**src/rtl/regfile_write_arbiter.sv**
```systemverilog
// regfile_write_arbiter: round-robin writeback/io write arbiter with a zero-scrub sequencer
module regfile_write_arbiter #(
    parameter bit SCRUB_ON_RESET = 1'b1
) (
    input  logic        clock,
    input  logic        reset,
    input  logic        wb_req,
    input  logic [4:0]  wb_addr,
    input  logic [31:0] wb_data,
    output logic        wb_gnt,
    input  logic        io_req,
    input  logic [4:0]  io_addr,
    input  logic [31:0] io_data,
    output logic        io_gnt,
    input  logic        scrub_req,
    output logic        busy,
    output logic [31:0] reg_enable,
    output logic [31:0] reg_data
);
    typedef enum logic {IDLE, SCRUB} state_t;
    state_t      state, state_next;
    logic        last_io, last_io_next;
    logic [4:0]  scrub_addr, scrub_addr_next, sel_addr;
    logic [31:0] enable_next, data_next, sel_data;
    logic        can_grant;
    assign busy      = state == SCRUB;
    assign can_grant = state == IDLE && !reset && !scrub_req;
    assign wb_gnt    = can_grant && wb_req && (!io_req || last_io);
    assign io_gnt    = can_grant && io_req && (!wb_req || !last_io);
    assign sel_addr  = wb_gnt ? wb_addr : io_addr;
    assign sel_data  = wb_gnt ? wb_data : io_data;
    always_comb begin
        state_next      = state;
        scrub_addr_next = scrub_addr;
        last_io_next    = last_io;
        enable_next     = '0;
        data_next       = reg_data;
        if (state == SCRUB) begin
            enable_next     = 32'd1 << scrub_addr;
            data_next       = '0;
            scrub_addr_next = scrub_addr + 5'd1;
            state_next      = scrub_addr == 5'd31 ? IDLE : SCRUB;
        end else if (scrub_req) begin
            state_next      = SCRUB;
            scrub_addr_next = 5'd1;
        end else if (wb_gnt || io_gnt) begin
            enable_next  = sel_addr == 5'd0 ? '0 : 32'd1 << sel_addr;
            data_next    = sel_data;
            last_io_next = io_gnt;
        end
    end
    always_ff @(posedge clock) begin
        if (reset) begin
            state      <= SCRUB_ON_RESET ? SCRUB : IDLE;
            scrub_addr <= 5'd1;
            last_io    <= 1'b1;
            reg_enable <= '0;
            reg_data   <= '0;
        end else begin
            state      <= state_next;
            scrub_addr <= scrub_addr_next;
            last_io    <= last_io_next;
            reg_enable <= enable_next;
            reg_data   <= data_next;
        end
    end
endmodule

```
**config.mk**
```make
export PLATFORM = sky130hd
export DESIGN_NAME = regfile_write_arbiter
export DESIGN_NICKNAME = d
export VERILOG_FILES = /design/src/rtl/regfile_write_arbiter.sv
export SDC_FILE = /design/constraint.sdc
export NUM_CORES = 1
export LEC_CHECK = 0
export ABC_AREA = 1
export BUFFER_PORTS_ARGS = -buffer_cell sky130_fd_sc_hd__buf_2
export CAP_MARGIN = 40
export CELL_PAD_IN_SITES_DETAIL_PLACEMENT = 1
export CELL_PAD_IN_SITES_GLOBAL_PLACEMENT = 1
export CORE_MARGIN = 4
export CORE_UTILIZATION = 36
export CTS_CLUSTER_DIAMETER = 100
export DETAILED_ROUTE_END_ITERATION = 10
export PLACE_DENSITY = 0.87
export SYNTH_ARGS = -nofsm -noshare
export SYNTH_HDL_FRONTEND = slang
export SYNTH_SLANG_ARGS = --single-unit
```
**constraint.sdc**
```tcl
create_clock -name clock -period 3.35 [get_ports clock]
set_clock_uncertainty 0.2 [all_clocks]
set_input_delay 0.1675 -clock clock [delete_from_list [all_inputs] [get_ports clock]]
set_output_delay 0.1675 -clock clock [all_outputs]
set_load 0.01 [all_outputs]
```
==> results.cfg <==
[route]
postRouteAntennaNets = 0
routed_wl_mm = 14.04
wl_per_cell_um = 19.45
drt_iter0_drc = 153
drc = 0
via_per_inst = 5.367
vias = 3875
drt_first_pass_iters = 5

[setup_path]
cp.required_ns = 3.45
r2r_start = busy
cp_common_cell = nor2_8
critical-path-top-delay-family = buffers and inverters
path_class = reg -> reg
crit_chain = inv_2 > nand2_4 > nor2_8 > nand2_8 > inv_6 > nor2_8 > inv_4 > o21ai_1 > a31oi_1 > dlygate4sd3_1
startpoint_type = flip-flop
r2r_end = reg_data[6]
path_buf_inv = 4
critPathSlowestCell = dlygate4sd3_1
reg2reg_slack_ns = 0.18
cp-end-kind = flip-flop
worst-path-max-fanout = 45
reg2reg_depth = 10
max_stage_delay_ns = 0.60
worstPathArrival_ns = 3.26

[clock_network]
htree_levels = 3
cts_tree = yes
post_cts_buffers = 0
cts-root-buf = clkbuf_8
clkTransAtPathRegs_ns = 0.08
cts_buffer_depth = 2
cts_sinks = 71
clock_latency_ns = 0.35
cts_buffers = 9

[hold_path]
min_path_cells = 3
hp-start = scrub_req
hp-class = in -> reg
holdPathEnd = scrub_addr[0]

[die]
die_w_um = 104.7
placementRows = 35
core_area_sq_um = 9153
ios = 146
die-height_um = 104.7
die_area_sq_um = 10950
start_util_pct = 36.75

[timing]
worst_slack_ns = 0.1840
fmax_mhz = 315.9
final-setup-viol-count = 0
setup_tns_ns = 0
finalCriticalPeriod_ns = 3.166
tightest_slew_ns = 0.6215
rsz0062_at_grt = false
hold_viol = 0
drv_slew = 0
slew_headroom_pct = 58.52
min_period_over_period_pct = 94.51

[global_routing]
gr-total-overflow = 0
grt_max_degree = 46
grt_usage_pct = 25.50
grt_pass1_vias = 4263
antenna_found_initial = 2
grt_pass1_wl_mm = 22.31

[place]
dp_hpwl_mm = 8.431
placed_area_sq_um = 4083
post-place-ws_ns = 0.3765
gp_congestion = 0.8932
place.port_buffers = 145

[cells_and_area]
stdcell_area_sq_um = 4718
layout.nets = 691
syn_to_final_growth_pct = 40.29
drive_gt1_share_pct = 32.51

[synthesis]
synthDistinctLibCells = 35
synth_edf_count = 0
synth_common_cells = nand2_1, dfxtp_1, nand3_1
synth_most_common_cell = nand2_1
ys_top_cells_by_area = dfxtp_1, nand2_1, nand3_1
yosysSeqAreaShare_pct = 42.26
syn_area_sq_um = 3363
postSynthAreaPerCell_sq_um = 7.785
netlist_instances = 432
synth.largest_area_cell = dfxtp_1
yosysTopAreaCellShare_pct = 42.26
ys_async_sr_fraction_pct = 0
synth_warnings = 0
syn_nets = 518
ys.flop_type = dfxtp_1
synth_seq_cells = 71

[power]
powerDensity_nw_per_um2 = 368.3
leakage_nw = 2.298
ir_drop_mv = 0.1590
p_total_w = 0.001738

[run]
drv_cap = 0

[outcome]
outcome = complete, no violations
[final cells by class]
cell class / instances / area (sq um)
antenna: 2 / 5.005
clock buffer: 10 / 137.6
clock inverter: 5 / 58.81
fill: 1151 / 4434
inverter: 25 / 106.4
multi-input combinational: 311 / 1704
sequential: 71 / 1421
tap: 111 / 138.9
timing repair buffer: 187 / 1146
[kinds of logic after synthesis]
family,share of synthesized area (%)
simple gates,30.28
compound gates,17.45
flops,42.26
buf+inv,7.403
fa+ha+maj,2.604
[cells in the final DEF, fill, tap and decap left out, drive strengths merged, types with 4 or more instances in the layout]
| cell type | n |
|---|---|
| dfxtp | 71 |
| nand2 | 111 |
| inv | 23 |
| nand3 | 44 |
| clkinv | 4 |
| o21ai | 33 |
| clkbuf | 10 |
| nand4 | 4 |
| dlygate4sd3 | 42 |
| a21oi | 44 |
| a31oi | 22 |
| ha | 7 |
| nor3 | 9 |
| nor2 | 29 |
| buf | 145 |
[stage by stage]
step / instances / utilization [%] / hold WS [ns]
5_1_grt: 722 / 51.55 / 0.04052
6_report: 722 / 51.55 / 0.02750
4_1_cts: 719 / 51.35 / 0.01478
3_5_place_dp: 662 / 44.61 / 0.2511
3_3_place_gp: 662 / 44.61 / 0.2392
2_1_floorplan: 432 / - / 0.1023
[state kept, by name, summed over array words and instances, names as in the netlist]
signal and count:
reg_data 32, reg_enable 32, scrub_addr 5, busy 1, last_io 1
[worst reg2reg max path, delay by kind of cell, from the launching register on]
family / cells / cell delay (ns)
compound gates: 2 / 0.37
buf+inv: 4 / 1.46
simple gates: 4 / 0.71
flops: 1 / 0.38
[power by group]
| group | internal [W] | switching, W |
|---|---|---|
| Clock | 0.000360 | 0.000325 |
| Combinational | 0.0000803 | 0.000106 |
| Sequential | 0.000853 | 0.0000132 |
| Total | 0.00129 | 0.000445 |
[worst max path at each step]
stage	cells after the start	startpoint	endpoint	slack [ns]
2_1_floorplan	10	busy	reg_data[10]	1.55
3_3_place_gp	10	reset	reg_data[22]	0.54
3_5_place_dp	10	reset	reg_data[21]	0.38
4_1_cts	10	busy	reg_data[21]	0.06
5_1_grt	10	busy	reg_data[6]	0.02
6_report	10	busy	reg_data[6]	0.18
[what timing repair did]
action / CTS / global route
endpoints found under the setup margin: 0 / 21
gates resized for setup: 0 / 2
hold endpoints to repair: 21 / 0
hold buffers: 42 / 0
[metal layers]
metal  vias up  global-route usage, %  share of wire (%)
li1       1811                      -                  -
met1      1832                  29.11                 39
met2       191                  44.60                 50
met3        41                  6.115                7.0
met4         0                  12.28                3.8
met5         -                      0                  0
Note: power is estimated with default switching activity, not from simulation.
